File: src/rtl/mem_port_sequencer_pkg.sv
`default_nettype none
// ============================================================================
//  Module      : mem_pkg
//  Description : Shared types, funct3 encodings and access-size helper for
//                the dual-lane memory port sequencer.
//  Revision    : 1.0  initial release
// ============================================================================
package mem_pkg;

  // Sequencer state: PASS issues both lanes, REPLAY issues the buffered lane 2
  typedef enum logic [0:0] {
    ST_PASS   = 1'b0,
    ST_REPLAY = 1'b1
  } seq_state_t;

  // Store encodings
  localparam logic [2:0] F3_SB  = 3'b000;
  localparam logic [2:0] F3_SH  = 3'b001;
  localparam logic [2:0] F3_SW  = 3'b010;
  // Load encodings
  localparam logic [2:0] F3_LB  = 3'b000;
  localparam logic [2:0] F3_LH  = 3'b001;
  localparam logic [2:0] F3_LW  = 3'b010;
  localparam logic [2:0] F3_LBU = 3'b100;
  localparam logic [2:0] F3_LHU = 3'b101;

  // Bytes touched by an access; zero marks the reserved no-access encoding
  function automatic logic [2:0] access_size(input logic [2:0] funct3);
    logic [2:0] size;
    case (funct3[1:0])
      2'b00:   size = 3'd1;
      2'b01:   size = 3'd2;
      2'b10:   size = 3'd4;
      default: size = 3'd0;
    endcase
    return size;
  endfunction

endpackage
`default_nettype wire

File: src/rtl/mem_port_sequencer_overlap.sv
`default_nettype none
// ============================================================================
//  Module      : byte_overlap_detect
//  Description : Combinational check whether two byte ranges [addr, addr+size)
//                share any byte, with addresses wrapping modulo 2^ADDRESS_WIDTH.
//  Revision    : 1.0  initial release
// ============================================================================
module byte_overlap_detect #(
  parameter int ADDRESS_WIDTH = 17
) (
  input  logic [ADDRESS_WIDTH-1:0] addr_a,
  input  logic [2:0]               size_a,
  input  logic [ADDRESS_WIDTH-1:0] addr_b,
  input  logic [2:0]               size_b,
  output logic                     overlap
);

  logic [ADDRESS_WIDTH-1:0] dist_ab;
  logic [ADDRESS_WIDTH-1:0] dist_ba;
  logic [ADDRESS_WIDTH-1:0] size_a_ext;
  logic [ADDRESS_WIDTH-1:0] size_b_ext;

  // Two ranges intersect exactly when the start of one lies inside the other;
  // the modular distances make the test correct across the address wrap.
  always_comb begin
    dist_ab    = addr_b - addr_a;
    dist_ba    = addr_a - addr_b;
    size_a_ext = {{(ADDRESS_WIDTH-3){1'b0}}, size_a};
    size_b_ext = {{(ADDRESS_WIDTH-3){1'b0}}, size_b};
    overlap    = (size_a != 3'd0) && (size_b != 3'd0) &&
                 ((dist_ab < size_a_ext) || (dist_ba < size_b_ext));
  end

endmodule
`default_nettype wire

File: src/rtl/mem_port_sequencer.sv
`default_nettype none
// ============================================================================
//  Module      : mem_port_sequencer
//  Description : Maps two issue lanes onto a dual-port memory. Store/store and
//                overlapping store/load pairs are serialized: lane 1 goes first,
//                lane 2 is buffered and replayed one cycle later on port 2.
//  Revision    : 1.0  initial release
// ============================================================================
module mem_port_sequencer #(
  parameter int XLEN          = 32,
  parameter int ADDRESS_WIDTH = 17
) (
  input  logic            clk,
  input  logic            rst,
  input  logic            MemWrite1,
  input  logic            MemWrite2,
  input  logic            MemRead1,
  input  logic            MemRead2,
  input  logic [XLEN-1:0] Addr1,
  input  logic [XLEN-1:0] Addr2,
  input  logic [XLEN-1:0] WData1,
  input  logic [XLEN-1:0] WData2,
  input  logic [2:0]      Funct3_1,
  input  logic [2:0]      Funct3_2,
  output logic            WE1,
  output logic            WE2,
  output logic [XLEN-1:0] A1,
  output logic [XLEN-1:0] A2,
  output logic [XLEN-1:0] WD1,
  output logic [XLEN-1:0] WD2,
  output logic [2:0]      AddressingControl1,
  output logic [2:0]      AddressingControl2,
  output logic            Stall,
  output logic [15:0]     HazardCount
);

  import mem_pkg::*;

  seq_state_t        state;
  logic              buf_we;
  logic [XLEN-1:0]   buf_addr;
  logic [XLEN-1:0]   buf_wdata;
  logic [2:0]        buf_funct3;
  logic [15:0]       hazard_cnt;

  logic [2:0]        size1;
  logic [2:0]        size2;
  logic              store1;
  logic              store2;
  logic              load2;
  logic              overlap;
  logic              hazard;

  // Per-lane access sizes; the reserved encoding neither writes nor conflicts
  always_comb begin
    size1  = access_size(Funct3_1);
    size2  = access_size(Funct3_2);
    store1 = MemWrite1 && (size1 != 3'd0);
    store2 = MemWrite2 && (size2 != 3'd0);
    load2  = MemRead2  && (size2 != 3'd0);
  end

  byte_overlap_detect #(
    .ADDRESS_WIDTH (ADDRESS_WIDTH)
  ) u_overlap (
    .addr_a  (Addr1[ADDRESS_WIDTH-1:0]),
    .size_a  (size1),
    .addr_b  (Addr2[ADDRESS_WIDTH-1:0]),
    .size_b  (size2),
    .overlap (overlap)
  );

  // Any double store serializes so lane 2 lands last; a younger load only
  // waits when it reads bytes the older store is writing. An older load with
  // a younger store never conflicts because the read sees pre-store data.
  always_comb begin
    hazard = (state == ST_PASS) &&
             ((store1 && store2) || (store1 && load2 && overlap));
  end

  // Port steering: lane fields in PASS, buffered lane 2 on port 2 in REPLAY.
  // Port 1 keeps lane-1 address/funct3 during REPLAY so its read stays valid.
  always_comb begin
    A1                 = Addr1;
    WD1                = WData1;
    AddressingControl1 = Funct3_1;
    A2                 = Addr2;
    WD2                = WData2;
    AddressingControl2 = Funct3_2;
    WE1                = 1'b0;
    WE2                = 1'b0;
    Stall              = 1'b0;
    if (state == ST_REPLAY) begin
      A2                 = buf_addr;
      WD2                = buf_wdata;
      AddressingControl2 = buf_funct3;
      WE2                = buf_we;
    end else begin
      WE1   = store1;
      WE2   = store2 && !store1;
      Stall = hazard;
    end
    if (rst) begin
      WE1   = 1'b0;
      WE2   = 1'b0;
      Stall = 1'b0;
    end
  end

  // Sequencer state, replay buffer and saturating hazard counter
  always_ff @(posedge clk) begin
    if (rst) begin
      state      <= ST_PASS;
      buf_we     <= 1'b0;
      buf_addr   <= '0;
      buf_wdata  <= '0;
      buf_funct3 <= 3'b000;
      hazard_cnt <= 16'd0;
    end else begin
      case (state)
        ST_PASS: begin
          if (hazard) begin
            state      <= ST_REPLAY;
            buf_we     <= store2;
            buf_addr   <= Addr2;
            buf_wdata  <= WData2;
            buf_funct3 <= Funct3_2;
            if (hazard_cnt != 16'hFFFF) begin
              hazard_cnt <= hazard_cnt + 16'd1;
            end
          end
        end
        ST_REPLAY: begin
          state <= ST_PASS;
        end
        default: begin
          state <= ST_PASS;
        end
      endcase
    end
  end

  assign HazardCount = hazard_cnt;

  // MemRead1 only matters to the memory, which reads port 1 every cycle
  logic unused_read1;
  assign unused_read1 = MemRead1;

endmodule
`default_nettype wire

File: config.mk
export PLATFORM = sky130hd
export DESIGN_NAME = mem_port_sequencer
export DESIGN_NICKNAME = d
export VERILOG_FILES = /design/src/rtl/mem_port_sequencer_pkg.sv /design/src/rtl/mem_port_sequencer_overlap.sv /design/src/rtl/mem_port_sequencer.sv
export SDC_FILE = /design/constraint.sdc
export NUM_CORES = 1
export LEC_CHECK = 0
export ABC_AREA = 1
export CAP_MARGIN = 20
export CORE_AREA = 2 2 115 145
export CTS_BUF_LIST = sky130_fd_sc_hd__clkbuf_4
export DETAILED_ROUTE_END_ITERATION = 10
export DIE_AREA = 0 0 117 147
export PLACE_DENSITY = 0.86
export SYNTH_ARGS = -nofsm -noshare
export SYNTH_HDL_FRONTEND = slang
export SYNTH_SLANG_ARGS = --single-unit
export TNS_END_PERCENT = 20
File: constraint.sdc
create_clock -name clk -period 4.05 [get_ports clk]
set_input_delay 0.81 -clock clk [delete_from_list [all_inputs] [get_ports clk]]
set_output_delay 0.81 -clock clk [all_outputs]
set_load 0.03 [all_outputs]
# Word-level counts from Yosys, hierarchy flattened
# Index checks and enable logic that the tools add are counted.
[totals] inputBits=140 regBits=85 out_inout_bits=153 elab_cells=49
[classes] n_bitwise=1 order_cmp=2 add_sub_neg=3 reduce_logical=19 eq_ne=5 mux=13
[ops] operator="$mux W32" count=2
[ops] operator="$lt A17 B3 Y1" count=2
[ops] operator="$sub A17 B17 Y17" count=2
[ops] operator="$pmux W3 S3" count=2
[ops] operator="$add A16 B1 Y16 const B" count=1
[ops] operator="$ne A16 B16 Y1 const B" count=1
[ops] operator="$logic_and A1 B1 Y1" count=10
[ops] operator="$mux W1" count=7
[ops] operator="$reduce_bool A3 Y1" count=2
[ops] operator="$eq A2 B1 Y1 const B" count=2
[ops] operator="$eq A2 B2 Y1 const B" count=2
[ops] operator="$logic_not A2 Y1" count=2
[ops] operator="$mux W3" count=1
[ops] operator="$reduce_and A3 Y1" count=1
[ops] operator="$logic_or A1 B1 Y1" count=2
[ops] operator="$pmux W1 S2" count=1
[ops] operator="$reduce_and A2 Y1" count=1
[ops] operator="$logic_not A1 Y1" count=1
[ops] operator="$not A1 Y1" count=1

# Longest topological paths before layout
# Gate-level depths: netlist of run 1.
[logic_depth] depth_word=10 mapped_depth=24 ltp_nobuf=22

# Cells and area by module
# Synthesis of run 1 repeated with hierarchy kept, for this count alone.
[hier_totals] cells_unflattened=1147 area_unflattened_um2=6996.7
[by_module_without_submodules] mod="mem_port_sequencer" instances=1 cells_per_inst=682 area_per_inst_um2=4707.0 seq_area_each_um2=1701.6
[by_module_without_submodules] mod="byte_overlap_detect" instances=1 cells_per_inst=465 area_per_inst_um2=2289.7 seq_area_each_um2=0.0

# Worst setup path before layout of run 1
# Ideal clock, no wire load.
[synth_path] path_kind="input-to-output" start="input Addr1[0]" end="output Stall" path_slack_ns=-0.203 path_buffers=1 path_stages=20 t_arrival_ns=3.443 required_ns=3.240 cell_sequence="inv_1 ha_1 inv_1 fa_1 xor2_1 ha_1 nand2_1 inv_1 a21oi_1 nand3_1 nor2_1 nand2_1 nor2_1 nand2_1 nor2_1 nand2_1 nand2_1 nand2_2 clkbuf_1 a21oi_1"
[synth_between] elab_chain_len=9 elab_cells_between_ends=11 classes_between="2 x add/sub; 2 x order compare; 2 x mux; 5 x reduce/logical"
[synth_rtl] element="start: declaration" line_no="mem_port_sequencer.sv:19" rtl="input logic [XLEN-1:0] Addr1,"
[synth_rtl] element="$sub A17 B17 Y17 (on tied branches)" line_no="mem_port_sequencer_overlap.sv:26, mem_port_sequencer_overlap.sv:27"
[synth_rtl] element="$lt A17 B3 Y1" line_no="mem_port_sequencer_overlap.sv:31" rtl="((dist_ab < size_a_ext) || (dist_ba < size_b_ext));"
[synth_rtl] element="$logic_or A1 B1 Y1 *" line_no="mem_port_sequencer_overlap.sv:31"
[synth_rtl] element="$logic_and A1 B1 Y1 *" line_no="mem_port_sequencer_overlap.sv:30" rtl="overlap = (size_a != 3'd0) && (size_b != 3'd0) &&"
[synth_rtl] element="$logic_and A1 B1 Y1 *" line_no="mem_port_sequencer.sv:78" rtl="((store1 && store2) || (store1 && load2 && overlap));"
[synth_rtl] element="$logic_or A1 B1 Y1 *" line_no="mem_port_sequencer.sv:78"
[synth_rtl] element="$logic_and A1 B1 Y1 *" line_no="mem_port_sequencer.sv:77" rtl="hazard = (state == ST_PASS) &&"
[synth_rtl] element="$mux W1 *" line_no="mem_port_sequencer.sv:93" rtl="if (state == ST_REPLAY) begin"
[synth_rtl] element="$mux W1 *" line_no="mem_port_sequencer.sv:103" rtl="if (rst) begin"
[synth_rtl] element="end: declaration" line_no="mem_port_sequencer.sv:33" rtl="output logic Stall,"
# Mark *: on every way between the ends. The rest lies on a longest branch, timed or not.

# Worst setup path in the final report of run 1
[layout_path] start="input Addr2[0]" end="output Stall"
[layout_between] elab_chain_len=9 elab_cells_between_ends=11 classes_between="2 x add/sub; 2 x order compare; 2 x mux; 5 x reduce/logical"
[layout_rtl] element="start: declaration" line_no="mem_port_sequencer.sv:20" rtl="input logic [XLEN-1:0] Addr2,"
[layout_rtl] element="$sub A17 B17 Y17 (on tied branches)" line_no="mem_port_sequencer_overlap.sv:26, mem_port_sequencer_overlap.sv:27"
[layout_rtl] element="$lt A17 B3 Y1" line_no="mem_port_sequencer_overlap.sv:31"
[layout_rtl] element="$logic_or A1 B1 Y1 *" line_no="mem_port_sequencer_overlap.sv:31"
[layout_rtl] element="$logic_and A1 B1 Y1 *" line_no="mem_port_sequencer_overlap.sv:30"
[layout_rtl] element="$logic_and A1 B1 Y1 *" line_no="mem_port_sequencer.sv:78"
[layout_rtl] element="$logic_or A1 B1 Y1 *" line_no="mem_port_sequencer.sv:78"
[layout_rtl] element="$logic_and A1 B1 Y1 *" line_no="mem_port_sequencer.sv:77"
[layout_rtl] element="$mux W1 *" line_no="mem_port_sequencer.sv:93"
[layout_rtl] element="$mux W1 *" line_no="mem_port_sequencer.sv:103"
# Marked as above.

==> load_flow_metrics.sql, run 1 <==
INSERT INTO impl_metrics (metric_group, metric, value, unit) VALUES
('setup_path', 'number_of_buffer_and_inverter_stages_on_the_critical_path', '5', ''),
('power', 'p_seq_share', '39.2', '%'),
('detailed_routing', 'vias', '7604', ''),
('sta', 'setup_viol', '0', ''),
('outcome', 'outcome', 'finished, final reports clean', ''),
('die', 'io_pins', '293', ''),
('power', 'peakVddDrop', '0.2352', 'mV'),
('synthesis', 'synth.lib_cells_used.distinct', '29', ''),
('die', 'floorplan.die.width', '117', 'um'),
('synthesis', 'post_synth_instance_area', '7024', 'um^2'),
('cts', 'clkSinkCount', '85', ''),
('sta', 'fin_crit', '4.004', 'ns'),
('synthesis', 'yosys-top-cells-area', 'sky130_fd_sc_hd__dfxtp_1, sky130_fd_sc_hd__nand2_1, sky130_fd_sc_hd__nand3_1', ''),
('sta', 'worstMarginPinSlew', '1.047', 'ns'),
('die', 'placeableCoreArea', '15940', 'um^2'),
('cells_and_area', 'seqCellArea', '1705', 'um^2'),
('power', 'power_frac_comb', '40.5', '%'),
('synthesis', 'synth_top_area_share', '24.23', '%'),
('synthesis', 'post_synthesis_area_per_instance', '6.432', 'um^2'),
('placed_design', 'post-place-ws', '-0.5047', 'ns'),
('cells_and_area', 'multi_input_gate_area_in_the_final_layout', '4373', 'um^2'),
('hold_path', 'min-delay-path-class', 'register to register', ''),
('sta', 'max_clock_freq', '249.8', 'MHz'),
('placed_design', 'routabilityCongestion', '0.9211', ''),
('detailed_routing', 'wirelength', '21.61', 'mm'),
('grt', 'combined_global_route_utilization_of_all_metal_layers', '25.04', '%'),
('detailed_routing', 'ant_nets', '0', ''),
('cells_and_area', 'layout_common_cells', 'sky130_fd_sc_hd__nand2_1, sky130_fd_sc_hd__clkdlybuf4s50_1, sky130_fd_sc_hd__nand3_1', ''),
('setup_path', 'cp_data_required_time', '3.24', 'ns'),
('cells_and_area', 'layout.filler_cells', '1421', ''),
('grt', 'grt-ovfl-total', '0', ''),
('sta', 'timing.final.crit_share', '98.86', '%'),
('synthesis', 'yosysWarningCount', '0', ''),
('detailed_routing', 'routedWlPerCell', '14.74', 'um'),
('sta', 'fin_worst_skew', '0.01921', 'ns'),
('power', 'power.switching_fraction', '38.06', '%'),
('synthesis', 'yosys_register_bits', '85', ''),
('die', 'floorplan.initialDensity', '44.07', '%'),
('cts', 'cts.path.max_buffers', '2', ''),
('cts', 'htreeDepth', '3', ''),
('setup_path', 'timing.critical_path.slowest_cell_delay', '0.55', 'ns'),
('detailed_routing', 'detail_route.iter0.violations', '371', ''),
('sta', 'hold_viol_final', '0', ''),
('die', 'die_area', '17200', 'um^2'),
('run', 'timing.max_cap.violations', '0', ''),
('grt', 'largest_net_degree_at_the_start_of_global_routing', '90', ''),
('synthesis', 'synth_top_cell_by_area', 'sky130_fd_sc_hd__dfxtp_1', ''),
('cts', 'worstSkewPairLatency', '0.46', 'ns'),
('setup_path', 'critical_path.max_fanout', '2', ''),
('die', 'core.rowCount', '52', ''),
('sta', 'timing.final.ws_setup', '0.04608', 'ns'),
('sta', 'hold-worst-slack', '0.4775', 'ns'),
('placed_design', 'buffer_ports.inserted', '195', ''),
('placed_design', 'detailed_placer_s_ending_hpwl', '16.30', 'mm'),
('die', 'die-height', '147', 'um'),
('cells_and_area', 'drive_gt1_share', '15.87', '%'),
('setup_path', 'setup.worst_path.end_class', 'output pin', ''),
('cts', 'clock_buffer_count_from_cts', '9', ''),
('detailed_routing', 'drt_drc_violations_left', '0', ''),
('synthesis', 'synth.net_count', '1271', ''),
('setup_path', 'cp.arrival', '3.19', 'ns'),
('power', 'p_int', '0.001400', 'W'),
('power', 'clkPwrFrac', '20.3', '%'),
('detailed_routing', 'route.detailed.vias_per_inst', '5.187', ''),
('setup_path', 'worst_path_dominant_cell_family', 'simple AND/OR/NAND/NOR gates', ''),
('power', 'totalPowerFinal', '0.002261', 'W'),
('sta', 'drv_slew', '0', ''),
('cells_and_area', 'mostFrequentLayoutCell', 'sky130_fd_sc_hd__nand2_1', ''),
('synthesis', 'synthesis.instances', '1092', ''),
('cts', 'cts_tree', 'yes', ''),
('cts', 'clkSlewWorstSetupHoldPaths', '0.15', 'ns');
==> worst reg2reg max path, cell delays in order, from the launching register on <==
cell and delay, ns:
sky130_fd_sc_hd__dfxtp_4 1.07, sky130_fd_sc_hd__nor2_1 0.18, sky130_fd_sc_hd__and3_1 0.21, sky130_fd_sc_hd__nand2_2 0.09
sky130_fd_sc_hd__buf_4 0.30, sky130_fd_sc_hd__buf_4 0.51, sky130_fd_sc_hd__nand3_1 0.19, sky130_fd_sc_hd__a21oi_1 0.19
==> flip-flops by register name, summed over array words and instances (netlist names) <==
register / flops
HazardCount: 16
buf_addr: 32
buf_funct3: 3
buf_wdata: 32
buf_we: 1
state: 1
==> cell families after synthesis <==
family / after synthesis / share of synthesized area (%)
AND/OR/NAND/NOR: 527 / 31.74
buffers and inverters: 241 / 17.22
AO/OA/AOI/OAI: 134 / 9.672
flip-flops: 85 / 24.23
multiplexers: 49 / 7.855
adder cells (fa/ha/maj): 39 / 7.161
XOR/XNOR: 17 / 2.120
==> per-layer routing <==
layer / track usage, % / part of all wire [%] / vias to the layer above
li1: - / - / 3740
met1: 26.89 / 38 / 3528
met2: 44.48 / 51 / 249
met3: 5.693 / 6.6 / 87
met4: 13.71 / 4.9 / 0
met5: 0 / 0 / -
==> power groups by stage <==
stage	sequential, W	clock [W]	combinational [W]
floorplan	0.000894	0	0.000608
global placement	0.000903	0	0.000849
detailed placement	0.000905	0	0.000860
CTS	0.000887	0.000474	0.000881
global route	0.000892	0.000507	0.000995
finish	0.000887	0.000458	0.000915
==> path summary, 6_finish.rpt <==
| kind | from | end | slack (ns) | cells past startpoint |
|---|---|---|---|---|
| setup / recovery | Addr2[0] | Stall | 0.05 | 21 |
| hold / removal | buf_we | buf_we | 0.48 | 2 |
| setup reg to reg | state | buf_wdata[24] | 1.21 | 7 |
| hold reg to reg | buf_we | buf_we | 0.48 | 2 |
==> cells in the mapped netlist <==
cell type / count
sky130_fd_sc_hd__o21bai_1: 2
sky130_fd_sc_hd__xor2_1: 12
sky130_fd_sc_hd__nor2_2: 8
sky130_fd_sc_hd__nor2_1: 31
sky130_fd_sc_hd__nor4_1: 1
sky130_fd_sc_hd__inv_2: 8
sky130_fd_sc_hd__a31oi_1: 1
sky130_fd_sc_hd__nand3_1: 137
sky130_fd_sc_hd__clkbuf_1: 36
sky130_fd_sc_hd__and3_1: 1
sky130_fd_sc_hd__dfxtp_1: 85
sky130_fd_sc_hd__mux2_2: 49
sky130_fd_sc_hd__nand2_2: 2
sky130_fd_sc_hd__nand3b_1: 1
sky130_fd_sc_hd__inv_1: 117
sky130_fd_sc_hd__o21ai_0: 21
sky130_fd_sc_hd__xnor2_1: 5
sky130_fd_sc_hd__a211oi_1: 1
sky130_fd_sc_hd__nand2_1: 328
sky130_fd_sc_hd__buf_6: 6
sky130_fd_sc_hd__nand4_1: 12
sky130_fd_sc_hd__ha_1: 37
sky130_fd_sc_hd__nor3_2: 1
sky130_fd_sc_hd__a21oi_1: 109
sky130_fd_sc_hd__fa_1: 2
sky130_fd_sc_hd__and2_1: 3
sky130_fd_sc_hd__buf_4: 67
sky130_fd_sc_hd__buf_2: 7
sky130_fd_sc_hd__nor3_1: 2
==> final cells by class <==
class,count,area share [%]
Antenna cell,2,0.05328
Clock buffer,9,0.7192
Clock inverter,7,0.5194
Inverter,125,5.075
Multi-Input combinational cell,766,46.55
Sequential cell,85,18.15
Tap cell,216,2.877
Timing Repair Buffer,256,26.05
==> timing repair <==
| item | in CTS | in global routing |
|---|---|---|
| resized for setup | 38 | 47 |
| hold buffers | 0 | 0 |
| endpoints found under the setup margin | 1 | 1 |
| pin swaps | 19 | 23 |
| buffers inserted | 1 | 1 |
==> per-stage QoR <==
step	cells	TNS (ns)	util [%]	cell area (um^2)
global route	1466	-0.1089	58.93	9394
global placement	1446	-21.65	56.37	8986
finish	1466	0	58.93	9394
CTS	1463	-0.03854	57.71	9199
floorplan	1092	0	-	7036
detailed placement	1446	-29.38	56.37	8986
Note: power is estimated with default switching activity, not from simulation.
==> run 2: changes to the inputs <==
--- a/config.mk
+++ b/config.mk
@@ -9,9 +9,11 @@
 export CAP_MARGIN = 20
 export CORE_AREA = 2 2 115 145
 export CTS_BUF_LIST = sky130_fd_sc_hd__clkbuf_4
+export CTS_CLUSTER_DIAMETER = 150
 export DETAILED_ROUTE_END_ITERATION = 10
 export DIE_AREA = 0 0 117 147
 export PLACE_DENSITY = 0.86
+export SETUP_SLACK_MARGIN = 0.02
 export SYNTH_ARGS = -nofsm -noshare
 export SYNTH_HDL_FRONTEND = slang
 export SYNTH_SLANG_ARGS = --single-unit
==> results of run 2 <==
No change in the layout: final DEF, timing and power equal those of run 1.
==> run 3: changes to the inputs <==
--- a/config.mk
+++ b/config.mk
@@ -13,6 +13,7 @@
 export DETAILED_ROUTE_END_ITERATION = 10
 export DIE_AREA = 0 0 117 147
 export PLACE_DENSITY = 0.86
+export RECOVER_POWER = 100
 export SETUP_SLACK_MARGIN = 0.02
 export SYNTH_ARGS = -nofsm -noshare
 export SYNTH_HDL_FRONTEND = slang
==> run 3 against run 2 <==
Combinational power shrank 0.8%. Cell count is the same. Hold slack is essentially flat. Total power shrank 0.35%. Largest power group unchanged. Critical path depth is the same. Highest routed layer unchanged. First-iteration DRC count is the same. Clock skew is essentially flat. Register-to-register slack lost 0.16 ns. Sequential power is essentially flat. Core utilization shrank 0.11 points. Via count shrank 0.50%.
==> load_flow_metrics.sql, run 3 (synthesis results as in run 1) <==
INSERT INTO impl_metrics (metric_group, metric, value, unit) VALUES
('outcome', 'outcome', 'finished, final reports clean', ''),
('grt', 'grt-ovfl-total', '0', ''),
('placed_design', 'detailed_placer_s_ending_hpwl', '16.30', 'mm'),
('sta', 'hold_viol_final', '0', ''),
('detailed_routing', 'detailedRoute.firstPassIterationCount', '5', ''),
('run', 'timing.max_cap.violations', '0', ''),
('setup_path', 'reg2regPathDepth', '8', ''),
('sta', 'max_clock_freq', '249.5', 'MHz'),
('cts', 'htreeDepth', '3', ''),
('die', 'placeableCoreArea', '15940', 'um^2'),
('grt', 'largest_net_degree_at_the_start_of_global_routing', '90', ''),
('setup_path', 'number_of_buffer_and_inverter_stages_on_the_critical_path', '5', ''),
('setup_path', 'cpMaxStageDelayCell', 'sky130_fd_sc_hd__fa_2', ''),
('sta', 'drv_slew', '0', ''),
('grt', 'wire_length_of_the_first_global_routing_pass', '34.49', 'mm'),
('grt', 'combined_global_route_utilization_of_all_metal_layers', '25.04', '%'),
('setup_path', 'timing.setup.critical_path_class', 'primary input to output pin', ''),
('placed_design', 'placed_cells_incl_taps', '1446', ''),
('grt', 'antenna_found_initial', '2', ''),
('hold_path', 'min-delay-path-class', 'register to register', ''),
('hold_path', 'holdPathEnd', 'buf_we', ''),
('cells_and_area', 'mostFrequentLayoutCell', 'sky130_fd_sc_hd__nand2_1', ''),
('power', 'peakVddDrop', '0.2358', 'mV'),
('detailed_routing', 'routedWlPerCell', '14.74', 'um'),
('cells_and_area', 'drive_gt1_share', '15.79', '%'),
('cts', 'cts.path.max_buffers', '2', ''),
('setup_path', 'register_to_register_setup_slack', '1.05', 'ns'),
('setup_path', 'critical_path.cell_chain', 'buf_8, buf_6, inv_4, ha_4, inv_4, fa_2, ha_4, nand2_2, nand2_1, nand2_1, nand2_1, nor2_1, nand2_1, nor2_1, nand2_1, nor2_2, nand2_1, nand2_2, nand2_2, a21oi_4, buf_6', ''),
('cells_and_area', 'finalCoreUtilization', '58.82', '%'),
('cells_and_area', 'layout_common_cells', 'sky130_fd_sc_hd__nand2_1, sky130_fd_sc_hd__clkdlybuf4s50_1, sky130_fd_sc_hd__nand3_1', ''),
('cells_and_area', 'layout.nets', '1422', ''),
('hold_path', 'min_from', 'buf_we', ''),
('setup_path', 'timing.critical_path.slowest_cell_delay', '0.55', 'ns'),
('sta', 'grt_setup_unrepaired', 'true', ''),
('cts', 'clock_buffer_count_from_cts', '9', ''),
('cells_and_area', 'layout.filler_cells', '1424', ''),
('cells_and_area', 'cell_count_final_fillers_out', '1466', ''),
('die', 'core.rowCount', '52', ''),
('detailed_routing', 'wirelength', '21.61', 'mm'),
('sta', 'hold-worst-slack', '0.4780', 'ns'),
('setup_path', 'timing.rr.start', 'state', ''),
('setup_path', 'critical_path.startpoint_type', 'primary input', ''),
('placed_design', 'buffer_ports.inserted', '195', ''),
('sta', 'timing.final.crit_share', '98.98', '%'),
('cells_and_area', 'area_growth', '33.49', '%'),
('setup_path', 'cp.arrival', '3.20', 'ns'),
('detailed_routing', 'route.detailed.vias_per_inst', '5.161', ''),
('detailed_routing', 'vias', '7566', ''),
('setup_path', 'worst_path_dominant_cell_family', 'adder cells', ''),
('detailed_routing', 'ant_nets', '0', ''),
('die', 'io_pins', '293', ''),
('sta', 'fin_crit', '4.009', 'ns'),
('cts', 'cts_tree', 'yes', ''),
('sta', 'worstMarginPinSlew', '1.062', 'ns'),
('power', 'static_power_due_to_leakage', '4.121', 'nW'),
('power', 'power_density', '240.3', 'nW/um^2'),
('sta', 'normalized_max_slew_margin', '29.17', '%'),
('cells_and_area', 'seqCellArea', '1705', 'um^2'),
('setup_path', 'cp_common_cell', 'sky130_fd_sc_hd__nand2_1', ''),
('cts', 'clkSlewWorstSetupHoldPaths', '0.15', 'ns'),
('cts', 'worstSkewPairLatency', '0.46', 'ns'),
('die', 'floorplan.die.width', '117', 'um'),
('setup_path', 'critical_path.max_fanout', '2', ''),
('sta', 'fin_worst_skew', '0.01913', 'ns'),
('setup_path', 'cp_data_required_time', '3.24', 'ns'),
('die', 'floorplan.initialDensity', '44.07', '%'),
('sta', 'fin_tns_setup', '0', 'ns'),
('hold_path', 'hold_depth', '2', ''),
('detailed_routing', 'drt_drc_violations_left', '0', ''),
('cells_and_area', 'multi_input_gate_area_in_the_final_layout', '4370', 'um^2'),
('cts', 'cts_root_buf', 'sky130_fd_sc_hd__clkbuf_4', ''),
('setup_path', 'setup.worst_path.end_class', 'output pin', ''),
('setup_path', 'worst_r2r_endpoint', 'HazardCount[4]', ''),
('placed_design', 'routabilityCongestion', '0.9211', ''),
('sta', 'setup_viol', '0', ''),
('die', 'die-height', '147', 'um'),
('cts', 'clkSinkCount', '85', ''),
('die', 'die_area', '17200', 'um^2'),
('grt', 'grt_pass1_vias', '7544', ''),
('detailed_routing', 'detail_route.iter0.violations', '371', '');
==> run 3: cell types whose count changed in the layout (fill, tap and decap cells not counted) <==
cell,before,now
sky130_fd_sc_hd__clkdlybuf4s50_1,184,145
sky130_fd_sc_hd__dlygate4sd3_1,0,39
sky130_fd_sc_hd__buf_12,2,1
sky130_fd_sc_hd__clkbuf_2,0,1
sky130_fd_sc_hd__nand2_1,314,315
sky130_fd_sc_hd__nand2_2,16,15
==> run 3: worst max path at each step <==
stage                         from  endpoint  slack, ns  cells after the start
after floorplan           Addr1[0]     Stall       0.02                     20
after global placement    Addr2[0]     Stall      -0.41                     20
after detailed placement  Addr2[0]     Stall      -0.50                     20
after CTS                 Addr1[0]     Stall      -0.04                     21
after global routing      Addr1[3]     Stall      -0.10                     19
final                     Addr2[0]     Stall       0.04                     21
==> run 3: layout make-up <==
type | instances | area share (%)
multi-input cells | 766 | 46.61
repair buffers | 256 | 25.94
flip-flops and latches | 85 | 18.19
inverters | 125 | 5.084
well taps | 216 | 2.882
clock buffers | 9 | 0.7206
clock inverters | 7 | 0.5204
diodes | 2 | 0.05338
==> run 3: what timing repair did <==
item / 4_1_cts / 5_1_grt
resized for setup: 38 / 47
pin swaps: 19 / 23
hold buffers: 0 / 0
setup buffers: 1 / 1
endpoints found under the setup margin: 1 / 1
==> run 3: report_power, final <==
group | switching (W) | internal [W]
combinational | 0.000507 | 0.000401
sequential | 0.0000236 | 0.000864
clock | 0.000328 | 0.000130
total | 0.000859 | 0.00139
==> run 3: tightest hold or removal path, stage by stage, from the launching register on <==
cell and delay [ns]:
sky130_fd_sc_hd__dfxtp_1 0.34, sky130_fd_sc_hd__nand2_1 0.06, sky130_fd_sc_hd__a21oi_1 0.06
==> run 3: metrics by stage <==
stage          setup slack [ns]  total power [W]  instance area (um^2)
2_1_floorplan           0.02331         0.001501                  7036
3_3_place_gp            -0.4112         0.001752                  8986
3_5_place_dp            -0.5047         0.001766                  8986
4_1_cts                -0.03854         0.002242                  9199
5_1_grt                 -0.1033         0.002386                  9376
6_report                0.04148         0.002253                  9376
==> run 3: routing by layer <==
| layer | vias up | track usage [%] | wire length, um |
|---|---|---|---|
| met2 | 242 | 44.48 | 11000 |
| met5 | - | 0 | 0 |
| met1 | 3497 | 26.89 | 8076 |
| met4 | 0 | 13.71 | 1067 |
| li1 | 3741 | - | - |
| met3 | 86 | 5.693 | 1458 |
